[src/rtl/baud_tick_gen.sv]
// Baud/sample tick generator: a programmable divisor produces a sample tick every N+1 clocks; a baud tick follows every OVERSAMPLE sample ticks.
// Latency: ticks are registered and appear one cycle after the counter wrap is detected; resync and div_load take effect at the next edge.
// Backpressure: none; en freezes both counters, and resync restarts the tick phase.
//
// Ports:
//   clk, reset     - sole clock and synchronous active-high reset
//   en             - count enable; the counters hold while it is low
//   resync         - single-cycle pulse that restarts the tick phase
//   div_load       - single-cycle strobe that captures div_in
//   div_in         - new divisor N; the sample period becomes N+1 clocks
//   s_tick, b_tick - registered single-cycle sample and baud tick pulses
//   os_phase       - index of the current sample within the baud period
//   div_busy       - a loaded divisor is pending and has not yet been applied
module baud_tick_gen #(
  parameter  int CNT_W       = 16,
  parameter  int OVERSAMPLE  = 16,
  parameter  int DEFAULT_DIV = 650,
  localparam int OS_W        = $clog2(OVERSAMPLE)
) (
  input  logic             clk,
  input  logic             reset,
  input  logic             en,
  input  logic             resync,
  input  logic             div_load,
  input  logic [CNT_W-1:0] div_in,
  output logic             s_tick,
  output logic             b_tick,
  output logic [OS_W-1:0]  os_phase,
  output logic             div_busy
);

  localparam logic [CNT_W-1:0] DIV_RST = CNT_W'(DEFAULT_DIV);
  localparam logic [OS_W-1:0]  OS_LAST = OS_W'(OVERSAMPLE - 1);

  logic [CNT_W-1:0] cnt_q, cnt_d;
  logic [OS_W-1:0]  os_cnt_q, os_cnt_d;
  logic [CNT_W-1:0] div_act_q, div_act_d;
  logic [CNT_W-1:0] div_shd_q, div_shd_d;
  logic             div_busy_q, div_busy_d;
  logic             s_tick_q, s_tick_d;
  logic             b_tick_q, b_tick_d;

  logic wrap;
  logic apply;

  // The period boundary is the only point where the active divisor may change.
  // Swapping divisors there means no period is ever truncated or stretched.
  assign wrap  = en && (cnt_q == div_act_q);
  assign apply = resync || wrap;

  always_comb begin
    cnt_d      = cnt_q;
    os_cnt_d   = os_cnt_q;
    div_act_d  = div_act_q;
    div_shd_d  = div_shd_q;
    div_busy_d = div_busy_q;
    s_tick_d   = 1'b0;
    b_tick_d   = 1'b0;

    if (resync) begin
      cnt_d    = '0;
      os_cnt_d = '0;
    end else if (en) begin
      if (wrap) begin
        cnt_d    = '0;
        os_cnt_d = os_cnt_q + OS_W'(1);  // OVERSAMPLE is a power of two, so this wraps naturally
        s_tick_d = 1'b1;
        b_tick_d = (os_cnt_q == OS_LAST);
      end else begin
        cnt_d = cnt_q + CNT_W'(1);
      end
    end

    if (apply && div_busy_q) begin
      div_act_d  = div_shd_q;
      div_busy_d = 1'b0;
    end

    // A load that coincides with an apply is captured after the old shadow value
    // has moved to the active divisor, so it remains pending.
    if (div_load) begin
      div_shd_d  = div_in;
      div_busy_d = 1'b1;
    end
  end

  always_ff @(posedge clk) begin
    if (reset) begin
      cnt_q      <= '0;
      os_cnt_q   <= '0;
      div_act_q  <= DIV_RST;
      div_shd_q  <= DIV_RST;
      div_busy_q <= 1'b0;
      s_tick_q   <= 1'b0;
      b_tick_q   <= 1'b0;
    end else begin
      cnt_q      <= cnt_d;
      os_cnt_q   <= os_cnt_d;
      div_act_q  <= div_act_d;
      div_shd_q  <= div_shd_d;
      div_busy_q <= div_busy_d;
      s_tick_q   <= s_tick_d;
      b_tick_q   <= b_tick_d;
    end
  end

  assign s_tick   = s_tick_q;
  assign b_tick   = b_tick_q;
  assign os_phase = os_cnt_q;
  assign div_busy = div_busy_q;

endmodule

[config.mk]
export PLATFORM = sky130hd
export DESIGN_NAME = baud_tick_gen
export DESIGN_NICKNAME = d
export VERILOG_FILES = /design/src/rtl/baud_tick_gen.sv
export SDC_FILE = /design/constraint.sdc
export NUM_CORES = 1
export LEC_CHECK = 0
export BUFFER_PORTS_ARGS = -buffer_cell sky130_fd_sc_hd__buf_2
export CAP_MARGIN = 15
export CORE_ASPECT_RATIO = 1.2
export CORE_MARGIN = 2
export CORE_UTILIZATION = 40
export CTS_BUF_LIST = sky130_fd_sc_hd__clkbuf_8 sky130_fd_sc_hd__clkbuf_16
export CTS_CLUSTER_DIAMETER = 150
export DETAILED_ROUTE_END_ITERATION = 6
export PLACE_DENSITY = 0.65
export SETUP_SLACK_MARGIN = 0.05
export SLEW_MARGIN = 0
export SYNTH_ARGS = -nofsm -noshare
export SYNTH_HDL_FRONTEND = slang
export SYNTH_SLANG_ARGS = --single-unit
export TNS_END_PERCENT = 10
[constraint.sdc]
create_clock -name clk -period 2.7 [get_ports clk]
set_clock_uncertainty 0.1 [all_clocks]
set_input_delay 0.54 -clock clk [delete_from_list [all_inputs] [get_ports clk]]
set_output_delay 0.54 -clock clk [all_outputs]
set_load 0.03 [all_outputs]
### After elaboration in Yosys (flattened, before gate mapping)

Cells that the tools add are included.

* input bits: 21
* output and inout bits: 7
* register bits after elaboration: 55
* logic and storage cells: 25

* mux-type cells: 4
* reduce and logical (&&, ||, !) cells: 8
* equality and inequality tests: 2
* bitwise logic cells: 2
* add/sub/neg operators: 2

Operator list (number)
* 16-bit by 1-bit adder with 16-bit output, second input constant: 1
* 16-bit == test: 1
* 16-bit 2-to-1 mux: 1
* 4-bit by 1-bit adder with 4-bit output, second input constant: 1
* 4-bit == test, second input constant: 1
* 4-bit OR reduction: 1
* 1-bit 2-to-1 mux: 3
* 3-bit OR reduction: 1
* 1-bit logical AND: 2
* 1-bit NOT: 2
* 2-bit AND reduction: 1
* 2-bit nonzero test: 1
* 2-bit OR reduction: 1
* 1-bit logical OR: 1

### Depth between registers and ports, before layout

Gate-level depths: netlist (run 1).

* depth after elaboration: 6
* mapped depth: 8
* mapped depth without buffers: 5

### Worst setup path before layout (run 1)

Ideal clock, no wire load.

* path kind: in2reg
* start: input port resync
* end: register div_act_q[0]
* stages: 8
* required time: 2477 ps
* setup time: 123 ps
* path slack: 597 ps
* arrival time: 1881 ps
* buffers on the path: 4
* cell sequence: buf_2 -> or2_2 -> clkbuf_1 -> a31o_2 -> buf_2 -> nand2_1 -> buf_2 -> a221o_2

* word-level cells in the longest chain between the ends: 2

RTL lines
* start, declared: RTL line 23 `input logic resync,`
* 1-bit logical OR: RTL line 49 `assign apply = resync || wrap;`
* 1-bit logical AND: RTL line 74 `if (apply && div_busy_q) begin`
* end signal, assigned: RTL line 99 `div_act_q <= div_act_d;`
* end, declared: RTL line 37 `logic [CNT_W-1:0] div_act_q, div_act_d;`

No other way between the ends.
A chain may end at the register's enable or synchronous reset.

### Worst setup path in the final report (run 1)

* start: register cnt_q[4]
* end: register div_act_q[2]

* word-level cells in the longest chain between the ends: 4

RTL lines
* start, declared: RTL line 35 `logic [CNT_W-1:0] cnt_q, cnt_d;`
* start signal, assigned: RTL line 97 `cnt_q <= cnt_d;`
* 16-bit == test: RTL line 48 `assign wrap = en && (cnt_q == div_act_q);`
* 1-bit logical AND: RTL line 48
* 1-bit logical OR: RTL line 49
* 1-bit logical AND: RTL line 74

No other way between the ends.

==> results_dict.tcl, run 1 <==
set metrics [dict create \
    slew_headroom_pct 59.12 \
    overflow 0 \
    synth_nets 308 \
    clk_path_buf_depth 2 \
    ant_nets 0 \
    avgViaCountPerCell 5.242 \
    yosysMostFrequentCell "dfxtp_1" \
    critPathKind "reg2reg" \
    wl_per_cell_microns 13.93 \
    worst_slew_pin_slew_ns 0.6124 \
    clock-root-buffer "clkbuf_8" \
    hold_class "in2reg" \
    drv_cap 0 \
    die_area_sq_um 7206 \
    drt_wl_total_mm 5.460 \
    clk_pin_slew_ns 0.11 \
    met2_wirelength_mm 2.602 \
    drive_gt1_share_pct 19.54 \
    gp_congestion 0.8559 \
    setup_tns_ns 0 \
    ys_types 36 \
    hold_viol 0 \
    synth_area_sq_um 2616 \
    holdCritStartpoint "div_in[1]" \
    ctsHtreeMaxLevel 2 \
    synth_area_leaders "dfxtp_1, xor2_1, a221o_2" \
    cts_resized 0 \
    r2r_slack_ns 0.34 \
    grt_antenna_before_repair 0 \
    max_freq_ghz 0.4242 \
    drv_slew 0 \
    core_area_sq_um 6366 \
    hold_buffers 0 \
    cp-end-kind "flop" \
    vdd_drop_max_mv 0.2667 \
    finalSetupViolCount 0 \
    start_util_pct 41.10 \
    arrival_ns 2.47 \
    diodes 0 \
    synth_edf_count 0 \
    fin_crit_ns 2.358 \
    leakagePower_nw 1.124 \
    post-place-ws_ns 0.3846 \
    pin_count 28 \
    yosysTopAreaCell "dfxtp_1" \
    cts_tree "built" \
    hold_depth 3 \
    fp.dieH_microns 92.59 \
    path_buf_inv 0 \
    synth_common_cells "dfxtp_1, a21oi_1, nor2_1" \
    hpwl_mm 3.864 \
    startpoint_type "flop" \
    required_ns 2.81 \
    path_cells "xnor2_1, nand3_1, o31ai_4, nand2_1, a221o_2" \
    power_density_nw_per_um2 526.2 \
    outcome "complete, no violations" \
    dr_total_vias 2055 \
    num-fill-cells 627 \
    drtIter0Drc 82 \
    portBuffers 27 \
    area_growth_pct 10.66 \
    synth_warnings 0 \
    drt_pass1_iterations 4 \
    postLayoutSetupSlackWorst_ns 0.3424 \
    cpMaxStageDelayCell "a221o_2" \
    ys_seq_area_share_pct 42.09 \
    dominantRegCellSynth "dfxtp_1" \
    std_cell_rows 32 \
    synth_seq_cells 55 \
    min_period_over_period_pct 87.32 \
    cts_setup_buffers 0 \
    die_w_microns 77.83 \
    cp_max_fo 13 \
    final_nets 329 \
    clock_latency_ns 0.32 \
    grt_max_degree 27 \
    regToRegStartpoint "cnt_q[4]$_SDFFE_PP0P_" \
    r2r-end "div_act_q[2]$_SDFFE_PP0P_" \
    syn_inst 285 \
    async_reset_ff_share_pct 0 \
    grt_setup_unrepaired "false" \
    grt_first_pass_wirelength_mm 9.287 \
    route.detailed.drc 0 \
    numCtsBuffers 5 \
    dr.max_layer_used "met4" \
    reg2reg_depth 5 \
    slowest_delay_ns 0.49 \
    grt.total_usage_pct 16.06 \
    cts.sinks 55 \
    hold_end "div_shd_q[1]$_SDFFE_PP1P_" \
    crit_family "compound AO/OA/AOI/OAI gates" \
    wl_met3_microns 184 \
    wl_met1_mm 2.583 \
    syn_avg_cell_area_sq_um 9.180 \
    grt_pass1_vias 1955 \
    synth_top_area_share_pct 42.09 \
    total_power_mw 1.524 \
]
==> worst max-delay path by stage <==
stage,start,end,slack [ns],depth (start not counted)
final,cnt_q[4]$_SDFFE_PP0P_,div_act_q[2]$_SDFFE_PP0P_,0.34,5
after global routing,cnt_q[4]$_SDFFE_PP0P_,div_act_q[2]$_SDFFE_PP0P_,0.12,5
after CTS,cnt_q[4]$_SDFFE_PP0P_,div_act_q[2]$_SDFFE_PP0P_,0.34,5
after detailed placement,resync,div_act_q[2]$_SDFFE_PP0P_,0.38,5
after global placement,resync,div_act_q[11]$_SDFFE_PP0P_,0.38,5
after floorplan,resync,div_act_q[0]$_SDFFE_PP0P_,0.60,8
==> cells in the final DEF (no fill, tap or decap), drive strengths merged, types with 5 or more instances in the layout <==
master | Yosys | final
nor3 | 11 | 11
xnor2 | 13 | 13
buf | 10 | 33
nor2 | 24 | 24
mux2i | 13 | 13
a21oi | 24 | 24
nand3 | 21 | 21
inv | 8 | 10
nand2b | 12 | 12
dfxtp | 55 | 55
clkbuf | 9 | 5
nand2 | 11 | 11
a221o | 12 | 12
xor2 | 17 | 17
nand4 | 8 | 8
==> layout make-up <==
cell class / count / area [sq um] / area share, %
clock buffers: 5 / 68.82 / 2.377
multi-input cells: 203 / 1386 / 47.88
repair buffers: 33 / 180.2 / 6.223
clock inverters: 3 / 22.52 / 0.7779
flip-flops and latches: 55 / 1101 / 38.03
well taps: 85 / 106.4 / 3.673
inverters: 8 / 30.03 / 1.037
==> report_power, final <==
part           internal [mW]  total (mW)  switching [mW]
registers              0.844       0.881          0.0364
logic                 0.0768       0.168          0.0913
clock network          0.188       0.475           0.286
total                   1.11        1.52           0.414
==> flip-flops by register name, summed over array words and instances (netlist names) <==
name	count
s_tick	1
div_act_q	16
div_busy	1
os_phase	4
cnt_q	16
div_shd_q	16
b_tick	1
==> through the flow <==
stage | std cells | util [%] | instance area [sq um] | hold WS, ns
6_report | 392 | 45.48 | 2895 | 0.3301
5_1_grt | 392 | 45.48 | 2895 | 0.3387
4_1_cts | 392 | 45.48 | 2895 | 0.3272
3_5_place_dp | 384 | 44.04 | 2804 | 0.3805
3_3_place_gp | 384 | 44.04 | 2804 | 0.3732
2_1_floorplan | 285 | - | 2616 | 0.3560
==> per-layer routing <==
metal	vias to the layer above	global-route usage, %
li1	1059	-
met1	947	20.45
met2	40	26.22
met3	9	3.411
met4	0	6.696
met5	-	0
==> worst register-to-register path, delay by kind of cell (launching register included) <==
family,cells,cell delay (ns)
compound gates,2,0.95
simple gates,2,0.56
flops,1,0.45
xor+xnor,1,0.18
==> cell families after synthesis <==
group	share of synthesized area, %
compound gates	15.64
flops	42.09
simple gates	21.09
fa+ha+maj	0.9563
mux	4.974
buf+inv	4.926
xor+xnor	10.33
(Power assumes the default switching activity.)
==> run 2, diff against run 1 <==
CTS_BUF_LIST = sky130_fd_sc_hd__clkbuf_16   (was sky130_fd_sc_hd__clkbuf_8 sky130_fd_sc_hd__clkbuf_16)
==> run 2 against run 1 <==
Against the previous run:
- via count grew 0.63%
- power grew 12%
- core utilization grew 0.88 points
- critical path depth is the same
- final cell count is the same
- register-to-register slack is essentially flat
- clock-buffer cell count is the same
- non-clock buffer count is the same
- sequential cell count is the same
- critical path type unchanged
==> results_dict.tcl, run 2 (same netlist as run 1, synthesis figures left out) <==
set metrics [dict create \
    outcome "complete, no violations" \
    cts_setup_buffers 0 \
    leakagePower_nw 1.150 \
    pwr-share-clk_pct 38.4 \
    wl_met1_mm 2.602 \
    grt_first_pass_wirelength_mm 9.163 \
    slowest_delay_ns 0.48 \
    hold_class "in2reg" \
    area_growth_pct 12.82 \
    intPower_mw 1.270 \
    fp.dieH_microns 92.59 \
    seqCellArea_sq_um 1101 \
    worst_slew_pin_slew_ns 0.6125 \
    switching_share_pct 25.32 \
    overflow 0 \
    pwr-share-seq_pct 51.8 \
    dr.max_layer_used "met4" \
    drv_cap 0 \
    start_util_pct 41.10 \
    fin_cells 392 \
    clk_pin_slew_ns 0.07 \
    std_cell_rows 32 \
    avgViaCountPerCell 5.276 \
    drv_slew 0 \
    clk_path_buf_depth 2 \
    setup_tns_ns 0 \
    wl_met3_microns 204 \
    p_switching_mw 0.4308 \
    postLayoutSetupSlackWorst_ns 0.3461 \
    ctsHtreeMaxLevel 2 \
    grt_max_degree 27 \
    met2_wirelength_mm 2.540 \
    holdCritStartpoint "div_in[1]" \
    path_cells "xnor2_1, nand3_1, o31ai_4, nand2_1, a221o_2" \
    post-place-ws_ns 0.3846 \
    die_area_sq_um 7206 \
    hpwl_mm 3.864 \
    portBuffers 27 \
    max_freq_ghz 0.4248 \
    min_period_over_period_pct 87.18 \
    r2r_slack_ns 0.35 \
    cts_resized 0 \
    hold_buffers 0 \
    pin_count 28 \
    power_density_nw_per_um2 576.4 \
    cpMaxStageDelayCell "a221o_2" \
    largestRegisters "cnt_q (16), div_act_q (16), div_shd_q (16)" \
    cp_max_fo 13 \
    cts.sinks 55 \
    wl_per_cell_microns 13.96 \
    regToRegStartpoint "cnt_q[4]$_SDFFE_PP0P_" \
    grt_antenna_before_repair 0 \
    path_buf_inv 0 \
    diodes 0 \
    route.detailed.drc 0 \
    crit_family "compound AO/OA/AOI/OAI gates" \
    cp-startpoint "cnt_q[4]$_SDFFE_PP0P_" \
    grt_setup_unrepaired "false" \
    hold_viol 0 \
    slew_headroom_pct 59.11 \
    grt.total_usage_pct 16.08 \
    core_area_sq_um 6366 \
    utilization_pct 46.36 \
    cp-end-kind "flop" \
    multi_input_area_sq_um 1386 \
    drtIter0Drc 100 \
    dr_total_vias 2068 \
    drt_wl_total_mm 5.474 \
    drive_gt1_share_pct 19.54 \
    final_nets 329 \
    num-fill-cells 617 \
    total_power_mw 1.701 \
    critPathKind "reg2reg" \
    gp_congestion 0.8559 \
    startpoint_type "flop" \
    fin_crit_ns 2.354 \
    comb_power_share_pct 9.9 \
    grt_pass1_vias 1933 \
    arrival_ns 2.44 \
    cts_tree "built" \
    finalSetupViolCount 0 \
    vdd_drop_max_mv 0.3218 \
    clock_latency_ns 0.30 \
    die_w_microns 77.83 \
    numPlacedInstances 384 \
    numCtsBuffers 5 \
    layout_commonest_cell "dfxtp_1" \
    drt_pass1_iterations 5 \
    clock-root-buffer "clkbuf_16" \
    final_cell_mix "dfxtp_1, buf_2, nor2_1, a21oi_1, nand3_1" \
    required_ns 2.79 \
    ant_nets 0 \
]
-- run 2: worst paths after layout --
| path | endpoint | depth (start not counted) |
|---|---|---|
| min | div_shd_q[1]$_SDFFE_PP1P_ | 3 |
| min reg2reg | div_act_q[7]$_SDFFE_PP1P_ | 2 |
| max | div_act_q[2]$_SDFFE_PP0P_ | 5 |
| max reg2reg | div_act_q[2]$_SDFFE_PP0P_ | 5 |
-- run 2: power by group through the flow --
stage	Combinational (mW)	Sequential [mW]	Clock (mW)
after global placement	0.166	0.899	0
final	0.168	0.881	0.652
after global routing	0.187	0.886	0.699
after detailed placement	0.169	0.900	0
after floorplan	0.129	0.888	0
after CTS	0.169	0.881	0.671
-- run 2: area by class of cell --
class | instances | area share (%)
Clock buffer | 5 | 4.239
Clock inverter | 3 | 0.7630
Multi-Input combinational cell | 203 | 46.97
Sequential cell | 55 | 37.30
Inverter | 8 | 1.017
Tap cell | 85 | 3.603
Timing Repair Buffer | 33 | 6.104
-- run 2: through the flow --
step	hold WS, ns	area [sq um]
final	0.3565	2952
after global routing	0.3695	2952
after CTS	0.3534	2952
after detailed placement	0.3805	2804
after global placement	0.3732	2804
after floorplan	0.3560	2616
-- run 2: worst min-delay path, stage by stage --
cell      delay, ns
buf_2          0.07
nand2_1        0.04
o211ai_1       0.06
-- run 2: metal layers --
metal | global-route usage [%] | up-vias
met5 | 0 | -
met4 | 7.440 | 0
met3 | 3.606 | 7
met2 | 26.01 | 36
met1 | 20.27 | 964
li1 | - | 1061
==> run 3, diff against run 2 <==
CORE_UTILIZATION = 58   (was 40)
PLACE_DENSITY = 0.86   (was 0.65)
==> run 3 against run 2 <==
Against the previous run:
- first-iteration DRC count rose by 32%
- non-clock buffer count did not move
- largest cell class unchanged
- worst setup slack worse by 0.12 ns
- via count is 1.5% higher
- clock power rose by 13%
- combinational power barely moved
- critical path type unchanged
- wire length increased by 0.97%
- sequential share of layout area up 0.14 points
- core utilization grew 22 points
- power is 5.3% higher
- register-to-register slack worse by 0.12 ns
- critical path depth unchanged
==> results_dict.tcl, run 3 (same netlist as run 1, synthesis figures left out) <==
set metrics [dict create \
    drv_cap 0 \
    die_w_microns 65.31 \
    drv_slew 0 \
    path_cells "xnor2_1, nand3_1, o31ai_4, nand2_1, a221o_2" \
    layout_commonest_cell "dfxtp_1" \
    grt.total_usage_pct 24.19 \
    drt_wl_total_mm 5.527 \
    grt_antenna_before_repair 0 \
    arrival_ns 2.56 \
    pin_count 28 \
    gp_congestion 0.8740 \
    diodes 0 \
    final_cell_mix "dfxtp_1, buf_2, nor2_1, a21oi_1, nand3_1" \
    worst_slew_pin_slew_ns 0.5995 \
    core_area_sq_um 4294 \
    slowest_delay_ns 0.50 \
    cp-end-kind "flop" \
    fp.dieH_microns 77.57 \
    finalSetupViolCount 0 \
    required_ns 2.78 \
    clk_pin_slew_ns 0.07 \
    clk_path_buf_depth 2 \
    max_freq_ghz 0.4039 \
    grt_pass1_vias 2101 \
    drtIter0Drc 132 \
    setup_tns_ns 0 \
    drive_gt1_share_pct 19.54 \
    slew_headroom_pct 59.89 \
    ant_nets 0 \
    cts_tree "built" \
    area_growth_pct 12.39 \
    avgViaCountPerCell 5.785 \
    cpMaxStageDelayCell "o31ai_4" \
    die_area_sq_um 5066 \
    wl_per_cell_microns 15.23 \
    dr_total_vias 2100 \
    cp_max_fo 13 \
    power_density_nw_per_um2 609.1 \
    hpwl_mm 3.795 \
    largestRegisters "cnt_q (16), div_act_q (16), div_shd_q (16)" \
    crit_family "compound AO/OA/AOI/OAI gates" \
    route.detailed.drc 0 \
    numCtsBuffers 5 \
    placed_cell_area_sq_um 2768 \
    cts_setup_buffers 0 \
    clock_latency_ns 0.29 \
    hold_class "in2reg" \
    cts_resized 0 \
    min_period_over_period_pct 91.70 \
    hold_buffers 0 \
    final_nets 329 \
    clock-root-buffer "clkbuf_16" \
    vdd_drop_max_mv 0.4616 \
    cts.sinks 55 \
    grt_setup_unrepaired "false" \
    critPathKind "reg2reg" \
    hold_viol 0 \
    start_util_pct 60.93 \
    grt_max_degree 31 \
    drt_pass1_iterations 5 \
    path_buf_inv 0 \
    ctsHtreeMaxLevel 2 \
    portBuffers 27 \
    leakagePower_nw 1.160 \
    std_cell_rows 26 \
    fin_area_sq_um 2940 \
    overflow 0 \
    grt_first_pass_wirelength_mm 9.687 \
    fin_crit_ns 2.476 \
    startpoint_type "flop" \
    outcome "complete, no violations" \
]
-- run 3: layout make-up --
cell class | instances | area, sq um
well taps | 56 | 70.07
multi-input cells | 203 | 1386
inverters | 8 | 30.03
repair buffers | 33 | 180.2
clock buffers | 5 | 125.1
flip-flops and latches | 55 | 1101
clock inverters | 3 | 47.55
fillers | 363 | 1354
-- run 3: final timing paths --
check | start | endpoint | slack (ns) | cells past startpoint
min | div_in[7] | div_shd_q[7]$_SDFFE_PP1P_ | 0.36 | 3
min reg2reg | div_shd_q[9]$_SDFFE_PP1P_ | div_act_q[9]$_SDFFE_PP1P_ | 0.39 | 2
max | cnt_q[1]$_SDFFE_PP0P_ | div_act_q[13]$_SDFFE_PP0P_ | 0.22 | 5
max reg2reg | cnt_q[1]$_SDFFE_PP0P_ | div_act_q[13]$_SDFFE_PP0P_ | 0.22 | 5
-- run 3: report_power, final --
| part | switching [mW] | internal (mW) | leakage [nW] |
|---|---|---|---|
| logic | 0.0946 | 0.0760 | 0.627 |
| clock network | 0.297 | 0.443 | 0.0844 |
| registers | 0.0360 | 0.844 | 0.448 |
| total | 0.428 | 1.36 | 1.16 |
-- run 3: metrics by stage --
step	utilization, %	total power, mW	hold slack [ns]	cells	setup slack, ns
2_1_floorplan	-	1.017	0.3560	285	0.5965
3_3_place_gp	64.45	1.058	0.3686	355	0.4233
3_5_place_dp	64.45	1.066	0.3748	355	0.3599
4_1_cts	68.47	1.805	0.3549	363	0.2436
5_1_grt	68.47	1.861	0.3573	363	0.1172
6_report	68.47	1.791	0.3556	363	0.2240
-- run 3: metal layers --
metal	global-route usage [%]	part of all wire [%]	routed length, microns
met1	29.93	44	2455
met2	39.59	48	2672
met3	5.507	4.5	249
met4	11.04	2.7	149
met5	0	0	0
-- run 3: worst register-to-register path, delay by kind of cell, from the launching register on --
kind / cells / cell delay, ns
compound gates: 2 / 1.00
simple gates: 2 / 0.62
flops: 1 / 0.37
xor+xnor: 1 / 0.27
